### src/rtl/mac_seq_pkg.sv
// mac_seq_pkg: shared FSM state encoding and default widths for the dual-MAC sequencer
package mac_seq_pkg;
  localparam int OP_W = 8;
  // 16-bit products summed over up to 8 terms need 3 guard bits
  localparam int ACC_W_DEF = 2 * OP_W + 3;
  typedef enum logic [2:0] {IDLE, CLEAR, FETCH, DRAIN, CAPTURE, WR0, WR1, DONE} state_t;
endpackage

### src/rtl/mac_pair_sequencer_if.sv
// mac_pair_sequencer_if: operand-read, MAC-control and result-write bus of the sequencer
interface mac_pair_sequencer_if import mac_seq_pkg::*; #(
  parameter int AW = 6,
  parameter int ACC_W = ACC_W_DEF
);
  logic [AW-1:0] addr_a, addr_b0, addr_b1, wr_addr;
  logic mac_clr, mac_en, wr_valid, wr_ready;
  logic signed [ACC_W-1:0] acc_a, acc_b, wr_data;
  modport master (
    output addr_a, addr_b0, addr_b1, mac_clr, mac_en, wr_valid, wr_addr, wr_data,
    input acc_a, acc_b, wr_ready
  );
  modport slave (
    input addr_a, addr_b0, addr_b1, mac_clr, mac_en, wr_valid, wr_addr, wr_data,
    output acc_a, acc_b, wr_ready
  );
endinterface

### src/rtl/mac_seq_addr_gen.sv
// mac_seq_addr_gen: i/j/k loop counters with registered operand and result-pair addresses
module mac_seq_addr_gen #(
  parameter int N = 4,
  parameter int AW = 6
) (
  input logic clk,
  input logic reset,
  input logic clear,
  input logic step_k,
  input logic step_pair,
  output logic last_k,
  output logic last_pair,
  output logic [AW-1:0] addr_a,
  output logic [AW-1:0] addr_b0,
  output logic [AW-1:0] addr_b1,
  output logic [AW-1:0] pair_addr
);
  localparam logic [AW-1:0] NW = AW'(N);
  localparam logic [AW-1:0] NM1 = AW'(N - 1);
  localparam logic [AW-1:0] NM2 = AW'(N - 2);
  localparam logic [AW-1:0] ONE = AW'(1);
  localparam logic [AW-1:0] TWO = AW'(2);
  logic [AW-1:0] i, j, k, i_n, j_n, k_n;
  logic row_end;
  assign last_k = k == NM1;
  assign row_end = j == NM2;
  assign last_pair = i == NM1 && row_end;
  always_comb begin
    k_n = clear ? '0 : step_k ? (last_k ? '0 : k + ONE) : k;
    j_n = clear ? '0 : step_pair ? (row_end ? '0 : j + TWO) : j;
    i_n = clear ? '0 : (step_pair && row_end) ? (i == NM1 ? '0 : i + ONE) : i;
  end
  // addresses only move with the counters so they stay at 0 from reset until the first start
  always_ff @(posedge clk or posedge reset)
    if (reset) begin
      {i, j, k} <= '0;
      {addr_a, addr_b0, addr_b1, pair_addr} <= '0;
    end else if (clear || step_k || step_pair) begin
      i <= i_n;
      j <= j_n;
      k <= k_n;
      addr_a <= i_n * NW + k_n;
      addr_b0 <= k_n * NW + j_n;
      addr_b1 <= k_n * NW + j_n + ONE;
      pair_addr <= i_n * NW + j_n;
    end
endmodule

### src/rtl/mac_pair_sequencer.sv
// mac_pair_sequencer: FSM sequencing C = A x B on two MACs and serializing results to a write port
// Optional MAC_SEQ_PERF_EN adds a saturating 16-bit write-stall counter output stall_cnt.
module mac_pair_sequencer import mac_seq_pkg::*; #(
  parameter int N = 4,
  parameter int AW = 6,
  parameter int ACC_W = ACC_W_DEF
) (
  input logic clk,
  input logic reset,
  input logic start,
  output logic busy,
  output logic done,
`ifdef MAC_SEQ_PERF_EN
  output logic [15:0] stall_cnt,
`endif
  mac_pair_sequencer_if.master bus
);
  localparam logic [AW-1:0] ONE = AW'(1);
  state_t state, nxt;
  logic clear, step_k, step_pair, last_k, last_pair;
  logic busy_d, done_d, clr_d, valid_d;
  logic [AW-1:0] pair_addr, wr_addr_d;
  logic signed [ACC_W-1:0] cap_b, wr_data_d;

  assign clear = state == IDLE && start;
  assign step_k = state == FETCH;
  assign step_pair = state == WR1 && bus.wr_ready;

  mac_seq_addr_gen #(.N(N), .AW(AW)) u_addr_gen (
    .clk(clk),
    .reset(reset),
    .clear(clear),
    .step_k(step_k),
    .step_pair(step_pair),
    .last_k(last_k),
    .last_pair(last_pair),
    .addr_a(bus.addr_a),
    .addr_b0(bus.addr_b0),
    .addr_b1(bus.addr_b1),
    .pair_addr(pair_addr)
  );

  always_ff @(posedge clk or posedge reset)
    if (reset) state <= IDLE;
    else state <= nxt;

  always_comb begin
    nxt = state;
    case (state)
      IDLE: nxt = start ? CLEAR : IDLE;
      CLEAR: nxt = FETCH;
      FETCH: nxt = last_k ? DRAIN : FETCH;
      DRAIN: nxt = CAPTURE;
      CAPTURE: nxt = WR0;
      WR0: nxt = bus.wr_ready ? WR1 : WR0;
      WR1: nxt = bus.wr_ready ? (last_pair ? DONE : CLEAR) : WR1;
      default: nxt = IDLE;
    endcase
  end

  // outputs are decoded from the next state so the registered copies line up with the state
  always_comb begin
    busy_d = nxt != IDLE;
    done_d = nxt == DONE;
    clr_d = nxt == CLEAR;
    valid_d = nxt == WR0 || nxt == WR1;
    wr_addr_d = nxt == WR0 ? pair_addr : nxt == WR1 ? pair_addr + ONE : bus.wr_addr;
    wr_data_d = state == CAPTURE ? bus.acc_a : (state == WR0 && bus.wr_ready) ? cap_b : bus.wr_data;
  end

  // mac_en trails FETCH by one cycle to match the one-cycle operand read latency
  always_ff @(posedge clk or posedge reset)
    if (reset) begin
      busy <= 1'b0;
      done <= 1'b0;
      bus.mac_clr <= 1'b0;
      bus.mac_en <= 1'b0;
      bus.wr_valid <= 1'b0;
      bus.wr_addr <= '0;
      bus.wr_data <= '0;
      cap_b <= '0;
    end else begin
      busy <= busy_d;
      done <= done_d;
      bus.mac_clr <= clr_d;
      bus.mac_en <= state == FETCH;
      bus.wr_valid <= valid_d;
      bus.wr_addr <= wr_addr_d;
      bus.wr_data <= wr_data_d;
      cap_b <= state == CAPTURE ? bus.acc_b : cap_b;
    end

`ifdef MAC_SEQ_PERF_EN
  always_ff @(posedge clk or posedge reset)
    if (reset) stall_cnt <= '0;
    else if (clear) stall_cnt <= '0;
    else if (bus.wr_valid && !bus.wr_ready && stall_cnt != 16'hFFFF) stall_cnt <= stall_cnt + 16'd1;
`endif
endmodule

### src/flat_wrapper.sv
// flat-port wrapper written by rule: the top's interface ports become plain ports
module mac_pair_sequencer_flat import mac_seq_pkg::*;
#(
  parameter int N = 4,
  parameter int AW = 6,
  parameter int ACC_W = ACC_W_DEF
)
  (clk, reset, start, busy, done, bus_addr_a, bus_addr_b0, bus_addr_b1, bus_mac_clr, bus_mac_en, bus_wr_valid, bus_wr_addr, bus_wr_data, bus_acc_a, bus_acc_b, bus_wr_ready);
  mac_pair_sequencer_if #(.AW(AW), .ACC_W(ACC_W)) bus_i ();
  input logic clk;
  input logic reset;
  input logic start;
  output logic busy;
  output logic done;
  output wire logic [$bits(bus_i.addr_a)-1:0] bus_addr_a;
  output wire logic [$bits(bus_i.addr_b0)-1:0] bus_addr_b0;
  output wire logic [$bits(bus_i.addr_b1)-1:0] bus_addr_b1;
  output wire logic [$bits(bus_i.mac_clr)-1:0] bus_mac_clr;
  output wire logic [$bits(bus_i.mac_en)-1:0] bus_mac_en;
  output wire logic [$bits(bus_i.wr_valid)-1:0] bus_wr_valid;
  output wire logic [$bits(bus_i.wr_addr)-1:0] bus_wr_addr;
  output wire logic [$bits(bus_i.wr_data)-1:0] bus_wr_data;
  input wire logic [$bits(bus_i.acc_a)-1:0] bus_acc_a;
  input wire logic [$bits(bus_i.acc_b)-1:0] bus_acc_b;
  input wire logic [$bits(bus_i.wr_ready)-1:0] bus_wr_ready;
  assign bus_addr_a = bus_i.addr_a;
  assign bus_addr_b0 = bus_i.addr_b0;
  assign bus_addr_b1 = bus_i.addr_b1;
  assign bus_mac_clr = bus_i.mac_clr;
  assign bus_mac_en = bus_i.mac_en;
  assign bus_wr_valid = bus_i.wr_valid;
  assign bus_wr_addr = bus_i.wr_addr;
  assign bus_wr_data = bus_i.wr_data;
  assign bus_i.acc_a = bus_acc_a;
  assign bus_i.acc_b = bus_acc_b;
  assign bus_i.wr_ready = bus_wr_ready;
  mac_pair_sequencer #(.N(N), .AW(AW), .ACC_W(ACC_W)) u_core (.clk(clk), .reset(reset), .start(start), .busy(busy), .done(done), .bus(bus_i));
endmodule
### config.mk
export PLATFORM = sky130hd
export DESIGN_NAME = mac_pair_sequencer_flat
export DESIGN_NICKNAME = d
export VERILOG_FILES = /design/src/rtl/mac_seq_pkg.sv /design/src/rtl/mac_pair_sequencer_if.sv /design/src/rtl/mac_seq_addr_gen.sv /design/src/rtl/mac_pair_sequencer.sv /design/src/flat_wrapper.sv
export SDC_FILE = /design/constraint.sdc
export NUM_CORES = 1
export LEC_CHECK = 0
export ABC_CLOCK_PERIOD_IN_PS = 9500
export CORE_ASPECT_RATIO = 1.1
export CORE_MARGIN = 4
export CORE_UTILIZATION = 38
export DETAILED_ROUTE_END_ITERATION = 12
export REMOVE_ABC_BUFFERS = 1
export SYNTH_ARGS = -nofsm -noshare
export SYNTH_HDL_FRONTEND = slang
export SYNTH_SLANG_ARGS = --single-unit
### constraint.sdc
create_clock -name clk -period 9.5 [get_ports clk]
set_input_delay 1.9 -clock clk [delete_from_list [all_inputs] [get_ports clk]]
set_output_delay 1.9 -clock clk [all_outputs]
set_load 0.01 [all_outputs]
==> qor.json, run 1 <==
{
  "run_status": {"value": "finished, final reports clean"},
  "dp.final_hpwl": {"value": 7050, "unit": "um"},
  "fin_setup_tns": {"value": 0, "unit": "ps"},
  "hold_slack": {"value": 474, "unit": "ps"},
  "cts-buffers-inserted": {"value": 9},
  "worst_r2r_path_depth": {"value": 11},
  "power.net_switching": {"value": 0.000518, "unit": "W"},
  "global_route.usage.total": {"value": 0.153},
  "detail_route.first_pass.iterations": {"value": 4},
  "worst_r2r_startpoint": {"value": "u_core.state[0]"},
  "finalHoldViolCount": {"value": 0},
  "critPathMostFrequentCell": {"value": "sky130_fd_sc_hd__nand2_1"},
  "cp_cell_sequence": {"value": "clkdlybuf4s50_1, and4b_1, nand2_1, or3_1, a21oi_1, inv_1, fa_1, nor2b_1, nand2_1, nor3_1, xnor3_1, o21ai_1"},
  "fin_worst_setup_slack": {"value": 4410, "unit": "ps"},
  "critical_path_required": {"value": 9770, "unit": "ps"},
  "first_global_vias": {"value": 3170},
  "port_buffers": {"value": 89},
  "min_to": {"value": "u_core.bus.wr_addr[3]"},
  "antenna_cells": {"value": 0},
  "cts_hold_repair.buffers": {"value": 0},
  "hold_path_origin": {"value": "u_core.bus.wr_addr[3]"},
  "detail_route.drc_violations": {"value": 0},
  "die_w": {"value": 110, "unit": "um"},
  "count_of_flip_flops_with_a_built_in_enable_after_synthesis": {"value": 0},
  "post_drt_wl_per_cell": {"value": 15.2, "unit": "um"},
  "critical_path_arrival": {"value": 5360, "unit": "ps"},
  "detailedPlace.worstSlack": {"value": 4050, "unit": "ps"},
  "grt_antenna_before_repair": {"value": 0},
  "vertical_die_dimension": {"value": 120, "unit": "um"},
  "grt_pass1_wl": {"value": 15800, "unit": "um"},
  "leakage": {"value": 2.50, "unit": "nW"},
  "ant_nets": {"value": 0},
  "average_via_count_per_standard_cell": {"value": 4.89},
  "rsz0062_at_grt": {"value": "no"},
  "clock_sinks": {"value": 88},
  "synth_async_sr_flop_share": {"value": 1.00},
  "path_clk_slew": {"value": 60, "unit": "ps"},
  "timing_max_transition_violations_final": {"value": 0},
  "maxCapViolations": {"value": 0},
  "combinationalPowerShare": {"value": 0.382},
  "core_area": {"value": 11100, "unit": "um2"},
  "end_kind": {"value": "register"},
  "clock.fmax": {"value": 196, "unit": "MHz"},
  "drt-initial-drc-count": {"value": 154},
  "ys_warn_count": {"value": 0},
  "postSynth.topFlopCell": {"value": "sky130_fd_sc_hd__dfrtp_1"},
  "critical-path-slowest-cell": {"value": "sky130_fd_sc_hd__clkdlybuf4s50_1"},
  "power.clock.fraction": {"value": 0.229},
  "synth.lib_cells_used.distinct": {"value": 51},
  "pwr_density_cell": {"value": 271, "unit": "nW/um2"},
  "route.final.wire_length": {"value": 9770, "unit": "um"},
  "deepest_clock_path_buffer_count": {"value": 2},
  "tightestPinTransition": {"value": 993, "unit": "ps"},
  "placement_rows": {"value": 40},
  "num-nets-final": {"value": 549},
  "cts_setup_buffers": {"value": 0},
  "tritoncts": {"value": "built"},
  "yosys-top-cells-area": {"value": "sky130_fd_sc_hd__dfrtp_1 50%, sky130_fd_sc_hd__mux2_2 7.0%, sky130_fd_sc_hd__nand2_1 5.7%, sky130_fd_sc_hd__ha_1 4.3%, sky130_fd_sc_hd__o21ai_0 3.3%"},
  "routed-via-count": {"value": 3137},
  "syn2layout_area_growth": {"value": 29.8, "unit": "%"},
  "hold_depth": {"value": 2},
  "peak_supply_drop": {"value": 0.000103, "unit": "V"},
  "min_period": {"value": 5090, "unit": "ps"},
  "synthesis.instances": {"value": 410},
  "reg_to_reg_endpoint": {"value": "u_core.u_addr_gen.addr_b1[5]"},
  "dieArea": {"value": 13300, "unit": "um2"},
  "sequential_fraction_of_the_synthesis_area": {"value": 0.505},
  "post_cts_resize_count": {"value": 0},
  "grt.overflow.total": {"value": 0},
  "critical_path_peak_fanout": {"value": 10},
  "post-synth-top-area-cell": {"value": "sky130_fd_sc_hd__dfrtp_1"},
  "timing.slew.headroom": {"value": 0.338},
  "p_int": {"value": 0.00102, "unit": "W"},
  "final-setup-viol-count": {"value": 0},
  "skew": {"value": 8.20, "unit": "ps"},
  "power.switching_fraction": {"value": 0.338},
  "yosys.area.top_type_share": {"value": 0.505},
  "share_of_the_cycle_needed_by_the_critical_path_after_routing": {"value": 0.536},
  "placed_cells": {"value": 625},
  "worst-r2r-setup-slack": {"value": 5930, "unit": "ps"},
  "worst-setup-path-type": {"value": "primary input to register"},
  "final_design_area_no_fill": {"value": 5670, "unit": "um2"},
  "clock_latency": {"value": 340, "unit": "ps"},
  "htree_num_levels": {"value": 3},
  "synth_cell_area": {"value": 4360, "unit": "um2"},
  "gp_routability_congestion": {"value": 0.839},
  "post_synth.cell_area_avg": {"value": 10.6, "unit": "um2"},
  "worst_hold_path_type": {"value": "register to register"},
  "cts_root_buffer": {"value": "sky130_fd_sc_hd__clkbuf_16"},
  "grt_max_degree": {"value": 78},
  "fin_cells": {"value": 641},
  "synth.ff_latch_count": {"value": 88},
  "top_level_ports": {"value": 90},
  "power.share.sequential": {"value": 0.389},
  "critPathMaxStageDelay": {"value": 620, "unit": "ps"},
  "timing.critical_path.from_type": {"value": "primary input"},
  "initial_utilization": {"value": 0.395},
  "layout-drive-gt1-share": {"value": 0.117},
  "placed_area": {"value": 5370, "unit": "um2"}
}
power groups by stage:
stage	registers, W	logic [W]	clock network (W)
2_1_floorplan	0.000620	0.000310	0
3_3_place_gp	0.000600	0.000585	0
3_5_place_dp	0.000604	0.000595	0
4_1_cts	0.000598	0.000599	0.000362
5_1_grt	0.000617	0.000651	0.000375
6_report	0.000597	0.000585	0.000351
registers in the layout (all words and copies together) (netlist names), 3 cells and up:
name,flops
u_core.u_addr_gen.pair_addr,4
u_core.u_addr_gen.addr_a,6
u_core.u_addr_gen.i,6
u_core.bus.wr_addr,6
u_core.state,3
u_core.u_addr_gen.j,4
u_core.u_addr_gen.k,4
u_core.u_addr_gen.addr_b1,6
u_core.bus.wr_data,19
u_core.cap_b,19
u_core.u_addr_gen.addr_b0,6
per-stage QoR:
step	total power, W	util
final	0.00153	0.512
after global routing	0.00164	0.512
after CTS	0.00156	0.512
after detailed placement	0.00120	0.485
after global placement	0.00118	0.485
after floorplan	0.000930	-
critical path, delay by kind of cell:
| family | cells | cell delay (ps) |
|---|---|---|
| XOR/XNOR | 1 | 350 |
| AND/OR/NAND/NOR | 6 | 1350 |
| AO/OA/AOI/OAI | 2 | 490 |
| adder cells (fa/ha/maj) | 1 | 520 |
| buffers and inverters | 2 | 740 |
cells by family (layout without fill, tap and decap cells):
logic type	Yosys count	in the layout	share of synthesized area
buf+inv	35	119	0.0344
compound gates	71	71	0.103
xor+xnor	22	22	0.0473
fa+ha+maj	18	18	0.0568
flops	88	88	0.505
simple gates	134	134	0.149
mux	42	42	0.105
area by class of cell:
type / count / area [um2]
multi-input cells: 287 / 2020
repair buffers: 93 / 921
clock buffers: 9 / 225
clock inverters: 7 / 72.6
fillers: 1043 / 5390
flip-flops and latches: 88 / 2200
inverters: 10 / 38.8
well taps: 147 / 184
placed cells by master (no fill, tap or decap), types with 2 or more instances in the layout:
cell type,synthesis,layout
sky130_fd_sc_hd__and3_1,3,3
sky130_fd_sc_hd__nand2_1,66,66
sky130_fd_sc_hd__xnor2_1,10,10
sky130_fd_sc_hd__nor2_1,21,21
sky130_fd_sc_hd__a21boi_0,2,2
sky130_fd_sc_hd__nand4_1,7,7
sky130_fd_sc_hd__mux2_2,27,27
sky130_fd_sc_hd__o21ai_0,29,29
sky130_fd_sc_hd__nor2b_1,3,3
sky130_fd_sc_hd__clkinv_2,0,3
sky130_fd_sc_hd__clkdlybuf4s50_1,0,89
sky130_fd_sc_hd__nor4_1,3,3
sky130_fd_sc_hd__xor2_1,11,11
sky130_fd_sc_hd__inv_1,9,8
sky130_fd_sc_hd__nor3_1,4,4
sky130_fd_sc_hd__a221oi_1,2,2
sky130_fd_sc_hd__dfrtp_1,88,88
sky130_fd_sc_hd__and2_1,5,5
sky130_fd_sc_hd__ha_1,15,15
sky130_fd_sc_hd__clkinvlp_4,0,2
sky130_fd_sc_hd__fa_1,3,3
sky130_fd_sc_hd__nand2b_1,3,3
sky130_fd_sc_hd__clkbuf_16,0,9
sky130_fd_sc_hd__a21oi_1,14,14
sky130_fd_sc_hd__or3_1,2,2
sky130_fd_sc_hd__a22oi_1,7,7
sky130_fd_sc_hd__nor4b_2,1,2
sky130_fd_sc_hd__a21o_1,5,5
sky130_fd_sc_hd__nand3_1,4,4
sky130_fd_sc_hd__mux2i_1,14,14
sky130_fd_sc_hd__o21a_1,2,2
sky130_fd_sc_hd__clkinv_4,0,2
sky130_fd_sc_hd__buf_4,4,4
sky130_fd_sc_hd__nor3b_1,5,4
cell usage after synthesis, types with 5 or more instances:
cell                       number
sky130_fd_sc_hd__mux2i_1       14
sky130_fd_sc_hd__clkbuf_1      18
sky130_fd_sc_hd__nand4_1        7
sky130_fd_sc_hd__and2_1         5
sky130_fd_sc_hd__nor3b_1        5
sky130_fd_sc_hd__nand2_1       66
sky130_fd_sc_hd__inv_1          9
sky130_fd_sc_hd__nor2_1        21
sky130_fd_sc_hd__a22oi_1        7
sky130_fd_sc_hd__mux2_2        27
sky130_fd_sc_hd__a21oi_1       14
sky130_fd_sc_hd__xor2_1        11
sky130_fd_sc_hd__o21ai_0       29
sky130_fd_sc_hd__dfrtp_1       88
sky130_fd_sc_hd__ha_1          15
sky130_fd_sc_hd__xnor2_1       10
sky130_fd_sc_hd__a21o_1         5
how the worst max path moves through the flow:
stage	from	end	slack (ps)	cells past startpoint
after floorplan	start	u_core.u_addr_gen.addr_b1[5]	3740	11
after global routing	bus_wr_ready	u_core.u_addr_gen.addr_b1[5]	4090	12
final	bus_wr_ready	u_core.u_addr_gen.addr_b1[5]	4410	12
after detailed placement	bus_wr_ready	u_core.u_addr_gen.addr_b1[5]	4050	12
after CTS	bus_wr_ready	u_core.u_addr_gen.addr_b1[5]	4420	12
after global placement	bus_wr_ready	u_core.u_addr_gen.addr_b1[5]	4170	12
routing by layer:
metal,vias up,share of wire,track usage
met5,-,0,0
met1,1478,0.45,0.208
met4,0,0.022,0.0739
li1,1582,-,-
met2,63,0.48,0.239
met3,14,0.041,0.0224
(Power assumes the default switching activity.)
==> inputs of run 2 (changes only) <==
--- a/config.mk
+++ b/config.mk
@@ -5,7 +5,7 @@
 export SDC_FILE = /design/constraint.sdc
 export NUM_CORES = 1
 export LEC_CHECK = 0
-export ABC_CLOCK_PERIOD_IN_PS = 9500
+export ABC_CLOCK_PERIOD_IN_PS = 4600
 export CORE_ASPECT_RATIO = 1.1
 export CORE_MARGIN = 4
 export CORE_UTILIZATION = 38
==> constraint.sdc (replaced) <==
create_clock -name clk -period 4.6 [get_ports clk]
set_input_delay 0.92 -clock clk [delete_from_list [all_inputs] [get_ports clk]]
set_output_delay 0.92 -clock clk [all_outputs]
set_load 0.01 [all_outputs]
==> qor.json, run 2 (same netlist as run 1, synthesis figures left out) <==
{
  "grt_pass1_wl": {"value": 16100, "unit": "um", "change": "+2.3%"},
  "port_buffers": {"value": 89, "change": "unchanged"},
  "leading_cell_types_in_the_layout_fill_and_taps_excluded": {"value": "89 x sky130_fd_sc_hd__clkdlybuf4s50_1, 88 x sky130_fd_sc_hd__dfrtp_1, 66 x sky130_fd_sc_hd__nand2_1, 29 x sky130_fd_sc_hd__o21ai_0, 27 x sky130_fd_sc_hd__mux2_2"},
  "syn2layout_area_growth": {"value": 30.5, "unit": "%"},
  "cp_cell_sequence": {"value": "clkdlybuf4s50_1, and4b_1, nand2_1, or3_1, a21oi_1, inv_1, fa_1, xnor2_1, nand2_1, nor3_1, xnor3_1, o21ai_1"},
  "skew": {"value": 7.83, "unit": "ps", "change": "-0.372 ps"},
  "cts_hold_repair.buffers": {"value": 0, "change": "unchanged"},
  "final_common_cell": {"value": "sky130_fd_sc_hd__clkdlybuf4s50_1"},
  "tritoncts": {"value": "built"},
  "detailedPlace.worstSlack": {"value": 527, "unit": "ps", "change": "-3520 ps"},
  "cts-buffers-inserted": {"value": 9, "change": "unchanged"},
  "hold_slack": {"value": 476, "unit": "ps", "change": "+1.66 ps"},
  "critical-path-slowest-cell": {"value": "sky130_fd_sc_hd__clkdlybuf4s50_1"},
  "average_via_count_per_standard_cell": {"value": 4.96, "change": "+1.2%"},
  "finalHoldViolCount": {"value": 0, "change": "unchanged"},
  "critical_path_required": {"value": 4850, "unit": "ps", "change": "-4920 ps"},
  "peak_supply_drop": {"value": 0.000219, "unit": "V", "change": "+110%"},
  "fin_worst_setup_slack": {"value": 846, "unit": "ps", "change": "-3560 ps"},
  "fin_total_pwr": {"value": 0.00318, "unit": "W", "change": "+110%"},
  "die_w": {"value": 110, "unit": "um", "change": "unchanged"},
  "fin_cells": {"value": 645, "change": "+0.62%"},
  "critPathMaxStageDelay": {"value": 510, "unit": "ps", "change": "-110 ps"},
  "first_global_vias": {"value": 3216, "change": "+1.5%"},
  "timing_max_transition_violations_final": {"value": 0, "change": "unchanged"},
  "critical_path_peak_fanout": {"value": 7, "change": "-3"},
  "post_drt_wl_per_cell": {"value": 15.4, "unit": "um", "change": "+1.3%"},
  "path_clk_slew": {"value": 60, "unit": "ps", "change": "about the same"},
  "fin_setup_tns": {"value": 0, "unit": "ps", "change": "unchanged"},
  "register_area": {"value": 2200, "unit": "um2", "change": "unchanged"},
  "biggestRegsByFlops": {"value": "u_core.bus.wr_data (19), u_core.cap_b (19)"},
  "critical_path_arrival": {"value": 4010, "unit": "ps", "change": "-1350 ps"},
  "vertical_die_dimension": {"value": 120, "unit": "um", "change": "unchanged"},
  "critPathMostFrequentCell": {"value": "sky130_fd_sc_hd__nand2_1"},
  "placement_rows": {"value": 40, "change": "unchanged"},
  "top_layer_used": {"value": "met4"},
  "worst_hold_path_type": {"value": "register to register"},
  "dp.final_hpwl": {"value": 7350, "unit": "um", "change": "+4.3%"},
  "dieArea": {"value": 13300, "unit": "um2", "change": "unchanged"},
  "gp_routability_congestion": {"value": 0.878, "change": "+4.6%"},
  "timing.slew.headroom": {"value": 0.508, "change": "+0.170"},
  "grt_max_degree": {"value": 52, "change": "-33%"},
  "detail_route.drc_violations": {"value": 0, "change": "unchanged"},
  "initial_utilization": {"value": 0.395, "change": "unchanged"},
  "antenna_cells": {"value": 0, "change": "unchanged"},
  "detail_route.first_pass.iterations": {"value": 4, "change": "unchanged"},
  "post_cts_resize_count": {"value": 0, "change": "unchanged"},
  "drt-initial-drc-count": {"value": 138, "change": "-10%"},
  "run_status": {"value": "finished, final reports clean"},
  "cts_setup_buffers": {"value": 0, "change": "unchanged"},
  "clock_latency": {"value": 330, "unit": "ps", "change": "about the same"},
  "leakage": {"value": 2.52, "unit": "nW", "change": "+0.75%"},
  "pwr_density_cell": {"value": 559, "unit": "nW/um2", "change": "+110%"},
  "maxCapViolations": {"value": 0, "change": "unchanged"},
  "rsz0062_at_grt": {"value": "no"},
  "cts_root_buffer": {"value": "sky130_fd_sc_hd__clkbuf_16"},
  "route.final.wire_length": {"value": 9960, "unit": "um", "change": "+1.9%"},
  "htree_num_levels": {"value": 3, "change": "unchanged"},
  "timing.critical_path.from_type": {"value": "primary input"},
  "top_level_ports": {"value": 90, "change": "unchanged"},
  "final-setup-viol-count": {"value": 0, "change": "unchanged"},
  "ant_nets": {"value": 0, "change": "unchanged"},
  "share_of_the_cycle_needed_by_the_critical_path_after_routing": {"value": 0.816},
  "global_route.usage.total": {"value": 0.154, "change": "+0.00128"},
  "detail_route.wirelength.met1": {"value": 4530, "unit": "um", "change": "+2.4%"},
  "routed-via-count": {"value": 3196, "change": "+1.9%"},
  "worst-setup-path-type": {"value": "primary input to register"},
  "core_area": {"value": 11100, "unit": "um2", "change": "unchanged"},
  "grt.overflow.total": {"value": 0, "change": "unchanged"},
  "num-fill-cells": {"value": 978, "change": "-6.2%"},
  "footprint_of_the_multi_input_gates": {"value": 2020, "unit": "um2", "change": "unchanged"},
  "grt_antenna_before_repair": {"value": 0, "change": "unchanged"},
  "placed_cells": {"value": 629, "change": "+0.64%"},
  "clock.fmax": {"value": 266, "unit": "MHz"},
  "tightestPinTransition": {"value": 738, "unit": "ps", "change": "-255 ps"},
  "layout-drive-gt1-share": {"value": 0.122, "change": "+0.00508"},
  "deepest_clock_path_buffer_count": {"value": 2, "change": "unchanged"},
  "min_period": {"value": 3750, "unit": "ps"},
  "num-nets-final": {"value": 553, "change": "+0.73%"},
  "dr_wl_met3": {"value": 418, "unit": "um", "change": "+4.8%"},
  "clock_sinks": {"value": 88, "change": "unchanged"},
  "detailroute.wirelength.met2": {"value": 4740, "unit": "um", "change": "+0.15%"},
  "end_kind": {"value": "register"}
}
## run 2: cell types whose count changed in the layout (fill, tap and decap cells not counted)
cell,change
sky130_fd_sc_hd__buf_4,+4
sky130_fd_sc_hd__clkinv_4,-2
sky130_fd_sc_hd__clkbuf_1,+1
sky130_fd_sc_hd__inv_6,+2
sky130_fd_sc_hd__clkinv_2,-1
## run 2: worst paths after layout
| kind | startpoint | endpoint | cells past startpoint | slack [ps] |
|---|---|---|---|---|
| max | bus_wr_ready | u_core.u_addr_gen.addr_b1[5] | 12 | 850 |
| max in group asynchronous | reset | u_core.bus.wr_data[15] | 3 | 2800 |
| min | u_core.u_addr_gen.addr_b0[3] | u_core.u_addr_gen.addr_b0[3] | 2 | 480 |
| min in group asynchronous | reset | u_core.bus.wr_data[17] | 2 | 940 |
| min reg2reg | u_core.u_addr_gen.addr_b0[3] | u_core.u_addr_gen.addr_b0[3] | 2 | 480 |
| max reg2reg | u_core.state[0] | u_core.u_addr_gen.addr_b1[5] | 12 | 1120 |
## run 2: routing by layer
layer  track usage  vias to the layer above
met3        0.0208                       16
li1              -                     1590
met1         0.207                     1522
met2         0.250                       68
met4        0.0639                        0
met5             0                        -
## run 2: layout make-up
| class | instances | share of cell area |
|---|---|---|
| clock buffers | 10 | 0.0402 |
| clock inverters | 6 | 0.0119 |
| inverters | 10 | 0.00681 |
| multi-input cells | 287 | 0.355 |
| flip-flops and latches | 88 | 0.387 |
| well taps | 147 | 0.0323 |
| repair buffers | 97 | 0.167 |
## run 2: per-stage QoR
stage	cell area, um2	utilization
floorplan	4250	-
global placement	5400	0.488
detailed placement	5400	0.488
CTS	5700	0.515
global route	5700	0.515
finish	5700	0.515
## run 2: worst max-delay path: cells and delay by family
family / cells / cell delay [ps]
compound gates: 2 / 320
xor+xnor: 2 / 630
fa+ha+maj: 1 / 400
buf+inv: 2 / 590
simple gates: 5 / 1160
## run 2: where the power goes
group / internal, W / switching, W
Sequential: 0.00104 / 0.000193
Combinational: 0.000638 / 0.000577
Clock: 0.000424 / 0.000308
==> inputs of run 3 (changes only) <==
--- a/config.mk
+++ b/config.mk
@@ -5,7 +5,7 @@
 export SDC_FILE = /design/constraint.sdc
 export NUM_CORES = 1
 export LEC_CHECK = 0
-export ABC_CLOCK_PERIOD_IN_PS = 4600
+export ABC_CLOCK_PERIOD_IN_PS = 3600
 export CORE_ASPECT_RATIO = 1.1
 export CORE_MARGIN = 4
 export CORE_UTILIZATION = 38
==> constraint.sdc (replaced) <==
create_clock -name clk -period 3.6 [get_ports clk]
set_input_delay 0.72 -clock clk [delete_from_list [all_inputs] [get_ports clk]]
set_output_delay 0.72 -clock clk [all_outputs]
set_load 0.01 [all_outputs]
==> qor.json, run 3 (same netlist as run 1, synthesis figures left out) <==
{
  "timing.critical_path.from_type": {"value": "primary input"},
  "critical_path_required": {"value": 3870, "unit": "ps", "change": "-980 ps"},
  "critical_path_peak_fanout": {"value": 2, "change": "-5"},
  "clock_latency": {"value": 340, "unit": "ps", "change": "about the same"},
  "grt-busiest-layer": {"value": "met2"},
  "share_of_the_cycle_needed_by_the_critical_path_after_routing": {"value": 0.931},
  "fin_cells": {"value": 661, "change": "+2.5%"},
  "tightestPinTransition": {"value": 731, "unit": "ps", "change": "-7.01 ps"},
  "gp_routability_congestion": {"value": 0.886, "change": "+0.90%"},
  "grt.overflow.total": {"value": 0, "change": "unchanged"},
  "routed-via-count": {"value": 3252, "change": "+1.8%"},
  "final_common_cell": {"value": "sky130_fd_sc_hd__clkdlybuf4s50_1"},
  "average_via_count_per_standard_cell": {"value": 4.92, "change": "-0.71%"},
  "grt_antenna_before_repair": {"value": 0, "change": "unchanged"},
  "layout-drive-gt1-share": {"value": 0.152, "change": "+0.0293"},
  "gr-usage-met1": {"value": 0.222, "change": "+0.0152"},
  "first_global_vias": {"value": 3391, "change": "+5.4%"},
  "vertical_die_dimension": {"value": 120, "unit": "um", "change": "unchanged"},
  "cts-buffers-inserted": {"value": 9, "change": "unchanged"},
  "final-setup-viol-count": {"value": 0, "change": "unchanged"},
  "clock_sinks": {"value": 88, "change": "unchanged"},
  "grt_max_degree": {"value": 52, "change": "unchanged"},
  "hold_depth": {"value": 2, "change": "unchanged"},
  "placement_rows": {"value": 40, "change": "unchanged"},
  "ant_nets": {"value": 0, "change": "unchanged"},
  "placed_cells": {"value": 645, "change": "+2.5%"},
  "timing.slew.headroom": {"value": 0.512, "change": "+0.00411"},
  "biggestRegsByFlops": {"value": "u_core.bus.wr_data (19), u_core.cap_b (19)"},
  "dp.final_hpwl": {"value": 7520, "unit": "um", "change": "+2.3%"},
  "min_period": {"value": 3350, "unit": "ps"},
  "pwr_density_cell": {"value": 713, "unit": "nW/um2", "change": "+28%"},
  "worst-setup-path-type": {"value": "primary input to register"},
  "grt_pass1_wl": {"value": 16900, "unit": "um", "change": "+4.8%"},
  "leading_cell_types_in_the_layout_fill_and_taps_excluded": {"value": "89 x sky130_fd_sc_hd__clkdlybuf4s50_1, 88 x sky130_fd_sc_hd__dfrtp_1, 66 x sky130_fd_sc_hd__nand2_1, 29 x sky130_fd_sc_hd__o21ai_0, 27 x sky130_fd_sc_hd__mux2_2"},
  "rsz0062_at_grt": {"value": "no"},
  "critical_path_arrival": {"value": 3620, "unit": "ps", "change": "-390 ps"},
  "detail_route.drc_violations": {"value": 0, "change": "unchanged"},
  "run_status": {"value": "finished, final reports clean"},
  "cts_root_buffer": {"value": "sky130_fd_sc_hd__clkbuf_16"},
  "worst_hold_path_type": {"value": "register to register"},
  "syn2layout_area_growth": {"value": 33.7, "unit": "%"},
  "path_clk_slew": {"value": 60, "unit": "ps", "change": "about the same"},
  "peak_supply_drop": {"value": 0.000303, "unit": "V", "change": "+39%"},
  "skew": {"value": 5.87, "unit": "ps", "change": "-1.96 ps"},
  "end_kind": {"value": "register"},
  "cts_setup_buffers": {"value": 0, "change": "unchanged"},
  "dieArea": {"value": 13300, "unit": "um2", "change": "unchanged"},
  "htree_num_levels": {"value": 3, "change": "unchanged"},
  "finalHoldViolCount": {"value": 0, "change": "unchanged"},
  "top_level_ports": {"value": 90, "change": "unchanged"},
  "num-nets-final": {"value": 569, "change": "+2.9%"},
  "hold_slack": {"value": 479, "unit": "ps", "change": "+3.21 ps"},
  "clock.fmax": {"value": 298, "unit": "MHz"},
  "grt_use_met3": {"value": 0.0246, "change": "+0.00374"},
  "leakage": {"value": 2.61, "unit": "nW", "change": "+3.6%"},
  "initial_utilization": {"value": 0.395, "change": "unchanged"},
  "core_area": {"value": 11100, "unit": "um2", "change": "unchanged"},
  "grt.met2_usage": {"value": 0.255, "change": "+0.00493"},
  "detailedPlace.worstSlack": {"value": -82.9, "unit": "ps", "change": "-610 ps"},
  "fin_setup_tns": {"value": 0, "unit": "ps", "change": "unchanged"},
  "tritoncts": {"value": "built"},
  "die_w": {"value": 110, "unit": "um", "change": "unchanged"},
  "global_route.usage.total": {"value": 0.164, "change": "+0.00911"},
  "utilization": {"value": 0.527, "change": "+0.0126"},
  "route.final.wire_length": {"value": 10100, "unit": "um", "change": "+1.7%"},
  "drt-initial-drc-count": {"value": 113, "change": "-18%"},
  "antenna_cells": {"value": 0, "change": "unchanged"},
  "fin_worst_setup_slack": {"value": 249, "unit": "ps", "change": "-597 ps"},
  "maxCapViolations": {"value": 0, "change": "unchanged"},
  "port_buffers": {"value": 89, "change": "unchanged"},
  "worst_r2r_path_depth": {"value": 13, "change": "+1"},
  "detail_route.first_pass.iterations": {"value": 4, "change": "unchanged"},
  "post_drt_wl_per_cell": {"value": 15.3, "unit": "um", "change": "-0.79%"},
  "deepest_clock_path_buffer_count": {"value": 2, "change": "unchanged"},
  "timing_max_transition_violations_final": {"value": 0, "change": "unchanged"}
}
[run 3: cell types whose count changed in the layout (fill, tap and decap cells not counted)]
| cell | previous run | this run |
|---|---|---|
| sky130_fd_sc_hd__clkinv_4 | 0 | 2 |
| sky130_fd_sc_hd__nor3_1 | 4 | 3 |
| sky130_fd_sc_hd__buf_12 | 0 | 1 |
| sky130_fd_sc_hd__buf_4 | 8 | 23 |
| sky130_fd_sc_hd__clkinvlp_4 | 2 | 1 |
| sky130_fd_sc_hd__inv_6 | 2 | 1 |
| sky130_fd_sc_hd__nor3_2 | 0 | 1 |
[run 3: worst paths after layout]
kind / startpoint / slack [ps] / to
worst max register to register: u_core.u_addr_gen.addr_b0[0] / 390 / u_core.u_addr_gen.addr_b1[5]
min in group asynchronous: reset / 810 / u_core.bus.wr_data[9]
worst max-delay path: bus_wr_ready / 250 / u_core.u_addr_gen.addr_b1[5]
worst min-delay path: u_core.u_addr_gen.addr_b1[2] / 480 / u_core.u_addr_gen.addr_b1[2]
max in group asynchronous: reset / 2100 / u_core.u_addr_gen.pair_addr[3]
worst min register to register: u_core.u_addr_gen.addr_b1[2] / 480 / u_core.u_addr_gen.addr_b1[2]
[run 3: layer usage]
metal	part of all wire	up-vias	routed length, um
li1	-	1620	-
met1	0.46	1553	4620
met2	0.48	65	4900
met3	0.035	14	358
met4	0.024	0	241
met5	0	-	0
[run 3: power by group]
group / leakage (nW) / total [W] / internal, W / switching, W
Combinational: 1.34 / 0.00171 / 0.000885 / 0.000821
Sequential: 1.13 / 0.00152 / 0.00133 / 0.000187
Clock: 0.143 / 0.000936 / 0.000542 / 0.000394
[run 3: repair_timing]
action                     in CTS  in global routing
hold buffers                    0                  0
setup endpoints to repair       0                  1
gates resized for setup         0                  1
[run 3: through the flow]
stage	total power (W)	area [um2]
after floorplan	0.00245	4250
after global placement	0.00323	5530
after detailed placement	0.00326	5530
after CTS	0.00422	5830
after global routing	0.00447	5830
final	0.00416	5830
[run 3: layout make-up]
type / count / area [um2]
fillers: 1029 / 5230
flip-flops and latches: 88 / 2200
multi-input cells: 287 / 2030
repair buffers: 113 / 1080
clock buffers: 10 / 229
well taps: 147 / 184
clock inverters: 6 / 68.8
inverters: 10 / 38.8
[run 3: worst max-delay path: stages]
cell and delay (ps):
sky130_fd_sc_hd__clkdlybuf4s50_1 500, sky130_fd_sc_hd__and4b_1 240, sky130_fd_sc_hd__buf_4 120, sky130_fd_sc_hd__nand3_1 80, sky130_fd_sc_hd__a21oi_1 240, sky130_fd_sc_hd__ha_1 210
sky130_fd_sc_hd__inv_1 60, sky130_fd_sc_hd__fa_1 500, sky130_fd_sc_hd__nor2b_1 160, sky130_fd_sc_hd__nand2_1 100, sky130_fd_sc_hd__nor3_2 240, sky130_fd_sc_hd__xnor3_1 330
sky130_fd_sc_hd__o21ai_1 110
